File: src/rtl/gpio_bram_loader.sv
// GPIO command decoder feeding the three line BRAMs of the convolution datapath.
// Commands arrive under a toggle req/ack handshake; each one runs IDLE -> EXEC -> ACK.
module gpio_bram_loader #(
   parameter int GPIO_D     = 32,
   parameter int RAM_WIDTH  = 13,
   parameter int NB_ADDRESS = 10,
   parameter int NB_IMAGE   = 10,
   parameter int DEF_LENGTH = 10
) (
   input  logic                  i_CLK,
   input  logic                  i_reset,
   input  logic [GPIO_D-1:0]     i_gpio,
   output logic                  o_ack,
   output logic [2:0]            o_wrEnable,
   output logic [NB_ADDRESS-1:0] o_writeAdd,
   output logic [RAM_WIDTH-1:0]  o_data,
   output logic [NB_IMAGE-1:0]   o_imgLength,
   output logic                  o_loaded,
   output logic                  o_error
);

   typedef enum logic [1:0] {IDLE, EXEC, ACK} state_t;

   localparam logic [1:0] OP_NOP    = 2'd0;
   localparam logic [1:0] OP_SETLEN = 2'd1;
   localparam logic [1:0] OP_WRITE  = 2'd2;
   localparam logic [1:0] OP_CLEAR  = 2'd3;

   state_t                          r_state, w_next;
   logic [1:0]                      r_op;
   logic [1:0]                      r_bank;
   logic [RAM_WIDTH-1:0]            r_payload;
   logic [2:0][NB_ADDRESS-1:0]      r_cnt;
   logic                            r_ack;
   logic [2:0]                      r_wrEnable;
   logic [NB_ADDRESS-1:0]           r_writeAdd;
   logic [RAM_WIDTH-1:0]            r_data;
   logic [NB_IMAGE-1:0]             r_len;
   logic                            r_loaded;
   logic                            r_error;

   logic                            w_pending;
   logic [NB_ADDRESS-1:0]           w_cur;
   logic                            w_room;
   logic                            w_full;
   logic                            w_unused;

   assign w_pending = (i_gpio[31] != r_ack);
   assign w_unused  = ^{i_gpio[26:RAM_WIDTH+8], i_gpio[7:0]};

   always_comb begin
      w_next = r_state;
      case (r_state)
         IDLE:    if (w_pending) w_next = EXEC;
         EXEC:    w_next = ACK;
         ACK:     w_next = IDLE;
         default: w_next = IDLE;
      endcase
   end

   // Counter of the addressed bank; bank 3 is rejected before w_room is used.
   always_comb begin
      w_cur = r_cnt[0];
      case (r_bank)
         2'd1:    w_cur = r_cnt[1];
         2'd2:    w_cur = r_cnt[2];
         default: w_cur = r_cnt[0];
      endcase
   end

   assign w_room = (NB_IMAGE'(w_cur) < r_len);
   assign w_full = (r_len != '0) &&
                   (NB_IMAGE'(r_cnt[0]) == r_len) &&
                   (NB_IMAGE'(r_cnt[1]) == r_len) &&
                   (NB_IMAGE'(r_cnt[2]) == r_len);

   always_ff @(posedge i_CLK or posedge i_reset) begin
      if (i_reset) begin
         r_state    <= IDLE;
         r_op       <= OP_NOP;
         r_bank     <= 2'd0;
         r_payload  <= '0;
         r_cnt      <= '0;
         r_ack      <= 1'b0;
         r_wrEnable <= 3'b000;
         r_writeAdd <= '0;
         r_data     <= '0;
         r_len      <= NB_IMAGE'(DEF_LENGTH);
         r_loaded   <= 1'b0;
         r_error    <= 1'b0;
      end else begin
         r_state    <= w_next;
         r_wrEnable <= 3'b000;
         r_loaded   <= w_full;
         if (r_state == IDLE && w_pending) begin
            r_op      <= i_gpio[30:29];
            r_bank    <= i_gpio[28:27];
            r_payload <= i_gpio[RAM_WIDTH+7:8];
         end
         if (r_state == ACK) r_ack <= ~r_ack;
         if (r_state == EXEC) begin
            case (r_op)
               OP_SETLEN: begin
                  r_len    <= r_payload[NB_IMAGE-1:0];
                  r_cnt    <= '0;
                  r_loaded <= 1'b0;
                  r_error  <= 1'b0;
               end
               OP_WRITE: begin
                  if (r_bank == 2'd3 || !w_room) begin
                     r_error <= 1'b1;
                  end else begin
                     for (int b = 0; b < 3; b++) begin
                        if (r_bank == b[1:0]) begin
                           r_wrEnable[b] <= 1'b1;
                           r_cnt[b]      <= r_cnt[b] + 1'b1;
                        end
                     end
                     r_writeAdd <= w_cur;
                     r_data     <= r_payload;
                  end
               end
               OP_CLEAR: begin
                  r_cnt    <= '0;
                  r_loaded <= 1'b0;
               end
               default: ;
            endcase
         end
      end
   end

   assign o_ack       = r_ack;
   assign o_wrEnable  = r_wrEnable;
   assign o_writeAdd  = r_writeAdd;
   assign o_data      = r_data;
   assign o_imgLength = r_len;
   assign o_loaded    = r_loaded;
   assign o_error     = r_error;

endmodule

File: config.mk
export PLATFORM = sky130hd
export DESIGN_NAME = gpio_bram_loader
export DESIGN_NICKNAME = d
export VERILOG_FILES = /design/src/rtl/gpio_bram_loader.sv
export SDC_FILE = /design/constraint.sdc
export NUM_CORES = 1
export LEC_CHECK = 0
export ABC_AREA = 1
export BUFFER_PORTS_ARGS = -buffer_cell sky130_fd_sc_hd__buf_2
export CAP_MARGIN = 20
export CORE_ASPECT_RATIO = 0.9
export CORE_MARGIN = 1.5
export CORE_UTILIZATION = 57
export DETAILED_ROUTE_END_ITERATION = 8
export GPL_TIMING_DRIVEN = 0
export PLACE_DENSITY = 0.8
export SYNTH_ARGS = -nofsm -noshare
export SYNTH_HDL_FRONTEND = slang
export SYNTH_SLANG_ARGS = --single-unit
File: constraint.sdc
create_clock -name i_CLK -period 3.4 [get_ports i_CLK]
set_input_delay 0.34 -clock i_CLK [delete_from_list [all_inputs] [get_ports i_CLK]]
set_output_delay 0.34 -clock i_CLK [all_outputs]
set_load 0.01 [all_outputs]
==> summary.txt <==
Outcome
  – Status: finished clean

Timing
  – FMAX: around 0.32 GHz
  – Hold Vio Cnt, Final: 0
  – Least-Margin Pin Slew: 602 ps
  – Tcrit/Tclk final: 0.933
  – Max Clock Skew: 8.73 ps
  – Setup-failing EPs final: 0
  – Final worst-path setup slack: around 230 ps
  – Max-slew violations: 0
  – Slew HR: 0.599
  – Tmin final: 3170 ps

Layout
  – Share of cells above drive strength 1: 0.157
  – Diodes inserted: 0
  – Area delta synth->final: 13.9%
  – Total Nets Final: between 700 and 800
  – Most common cell after layout, fill and taps aside: nand2_1
  – Most frequent cells in the layout: nand2_1 (160), dfrtp_1 (86), inv_1 (65)
  – Final Util: 0.674
  – Fillers: 687
  – Final Instance Area: 5460 um2

Logic synthesis
  – Cell accounting for the most synthesized area: dfrtp_1
  – Post-synth top area share: 0.449
  – Synthesized cell area: 4800 um2
  – Seq/Total Area, Yosys: 0.460
  – Post-synth cell types: 38
  – Synthesized instance count: 611
  – Ys Warns: 0
  – Avg Inst Size Synth: 7.85 um2
  – Top post-synthesis cells by area: dfrtp_1 (45%), nand2_1 (13%), o21ai_0 (6.4%)
  – Synth Register Bits: 88
  – Syn nets: 661

Setup path
  – Reg-to-reg critical path endpoint: r_cnt[9]
  – Setup slack, reg-to-reg: 230 ps
  – CP max stage delay: around 420 ps
  – Worst R2R Start: r_bank[0]
  – Cell family with most CP delay: simple AND/OR/NAND/NOR gates
  – Most common cell on crit path: nand2_1
  – Critical path's slowest cell: dfrtp_1
  – Crit end category: register
  – Buf/Inv on CP: 3
  – Worst Reg-to-Reg Cells: 13
  – Startpoint Class: register
  – Crit path max fanout: 11
  – Worst path cell trace: inv_1 -> ha_2 -> clkbuf_4 -> o21ai_0 -> inv_1 -> ha_1 -> nand2_1 -> nor4_2 -> nand2_2 -> nand3_1 -> nand2_2 -> nand2_1 -> nand2_1
  – Crit Path Class: reg2reg
  – Crit path required time: 3670 ps
  – Critical path arrival: 3440 ps

Global routing
  – Total GRT Usage: 0.306
  – First-pass GRT wire length: 21400 um
  – Largest net degree at the start of global routing: 56
  – Number of global-route vias before repair: around 4200
  – Initial antenna violation count: 0
  – Global route total overflow: 0

Floorplanning
  – CORE AREA: a little over 8000 um2
  – Die Span Y: ~90 um
  – I/O pin cnt: 73
  – Starting density of the core: 0.592
  – Num rows: 31
  – Die X: between 90 and 100 um
  – Die Area: about 9000 um2

Pwr
  – LEAKAGE: 2.80 nW
  – Combinational fraction of design power: 0.504
  – Int Pwr: 2.55 mW
  – Clock power share: 0.150
  – Pwr Total: 4.90 mW
  – Sequential share of power: 0.346
  – Worst vdd ir: 0.000485 V
  – P_sw: about 2.4 mW
  – P per Cell Area: between 800 and 900 nW/um2
  – Sw Ratio: 0.480

Clocking
  – Setup bufs post-CTS: 0
  – CTS max path bufs: 2
  – H-tree levels: 3
  – Clk slew on worst S/H paths: approximately 100 ps
  – Clock Sinks: 88
  – Clock insertion delay at the later pin of the skew report: between 300 and 400 ps
  – Root Buffer: clkbuf_8
  – Num CTS Buffers: 9
  – TritonCTS clock tree: done

Placement
  – IO buf count: 58
  – Routability Congestion: 0.954
  – DP Area: 5240 um2
  – Setup Slack @ Placement: -291 ps
  – Post-DP HPWL: 9760 um

Worst hold path
  – Hold path cells: 3
  – HP Class: in2reg
  – Worst hold endpoint: r_payload[10]
  – Worst Hold Launch: i_gpio[18]

Detailed routing
  – Final wirelength: 13100 um
  – DRC: 0
  – DR iter-0 viols: 423
  – Post-DR wirelength/cell: around 17 um
  – ANT nets after route: 0
  – DRT Pass-1 Iters: 5
  – Via count: 4426
  – Vias per cell: approximately 5.6

Run
  – Total of max-cap violations: 0
## synth_stat cells
cell type / n
nand3b_1: 1
nor3b_1: 3
or2_2: 1
nand2_2: 4
nand3_2: 1
clkbuf_1: 15
buf_4: 3
and2_1: 1
nor2_1: 47
xor2_1: 15
or2_0: 1
clkinv_1: 1
o21ai_0: 61
dfstp_2: 2
o211ai_1: 6
o21bai_1: 1
nor3_2: 1
inv_1: 66
o22ai_1: 1
xnor2_1: 8
mux2_2: 1
nor2_2: 1
a22oi_1: 1
ha_1: 16
a21oi_2: 1
nand4_1: 7
o221ai_1: 3
a22o_1: 1
nand3_1: 52
buf_6: 2
nor4_1: 3
nand2_1: 160
nor3_1: 9
a21oi_1: 17
buf_2: 6
a211oi_1: 2
dfrtp_1: 86
o21ai_2: 4
## metal layers
| layer | track usage | vias up | wire length [um] |
|---|---|---|---|
| li1 | - | 2115 | - |
| met1 | 0.455 | 2126 | 6080 |
| met2 | 0.455 | 169 | 5950 |
| met3 | 0.0614 | 16 | 883 |
| met4 | 0.0810 | 0 | 143 |
| met5 | 0 | - | 0 |
## worst min-delay path, cell delays in order
cell     delay [ps]
buf_2            80
nand2_1          40
o21ai_0          50
## cell type report
cell class | instances | area, um2 | share of cell area
flip-flops and latches | 88 | 2200 | 0.404
inverters | 67 | 258 | 0.0472
multi-input cells | 430 | 2220 | 0.407
plain buffers | 25 | 131 | 0.0241
repair buffers | 60 | 328 | 0.0600
well taps | 99 | 124 | 0.0227
clock inverters | 6 | 56.3 | 0.0103
clock buffers | 10 | 138 | 0.0252
## worst max-delay path by stage
stage,endpoint,cells past startpoint,slack (ps),start
2_1_floorplan,o_writeAdd[4],16,600,r_bank[0]
3_3_place_gp,o_writeAdd[7],13,-250,r_bank[0]
3_5_place_dp,r_cnt[6],14,-290,r_bank[0]
4_1_cts,o_writeAdd[6],12,4,r_bank[0]
5_1_grt,r_cnt[6],14,-40,r_bank[0]
6_report,r_cnt[9],13,230,r_bank[0]
## sequential cells by signal, summed over array words and instances (netlist names)
signal and flops:
o_imgLength 10, o_loaded 1, o_writeAdd 10, r_state 2, o_data 13, r_bank 2
o_error 1, r_cnt 30, r_op 2, r_payload 13, o_ack 1, o_wrEnable 3
## per-stage QoR
| step | hold WS (ps) | TNS, ps | instances |
|---|---|---|---|
| final | 165 | 0 | 785 |
| after global routing | 172 | -107 | 785 |
| after CTS | 159 | 0 | 785 |
| after detailed placement | 383 | -13580 | 769 |
| after global placement | 461 | -25440 | 768 |
| after floorplan | 453 | 0 | 611 |
## cell families (layout without fill, tap and decap cells)
group                    after synthesis  count (layout)  share of synthesized area
AND/OR/NAND/NOR                      292             292                      0.260
AO/OA/AOI/OAI                         98              98                      0.115
buffers and inverters                 93             168                     0.0798
flip-flops                            88              88                      0.460
XOR/XNOR                              23              23                     0.0420
adder cells (fa/ha/maj)               16              16                     0.0417
multiplexers                           1               1                    0.00235
## repair_timing
action,4_1_cts,5_1_grt
endpoints found under the setup margin,56,56
hold buffers,1,0
endpoints found under the hold margin,33,0
resized for setup,2,8
## power by group through the flow
stage	Sequential, mW	Clock, mW	Combinational [mW]
final	1.70	0.734	2.47
after global routing	1.74	0.795	2.76
after CTS	1.69	0.748	2.39
after detailed placement	1.71	0	2.37
after global placement	1.70	0	2.30
after floorplan	1.71	0	1.55
(Power assumes the default switching activity.)
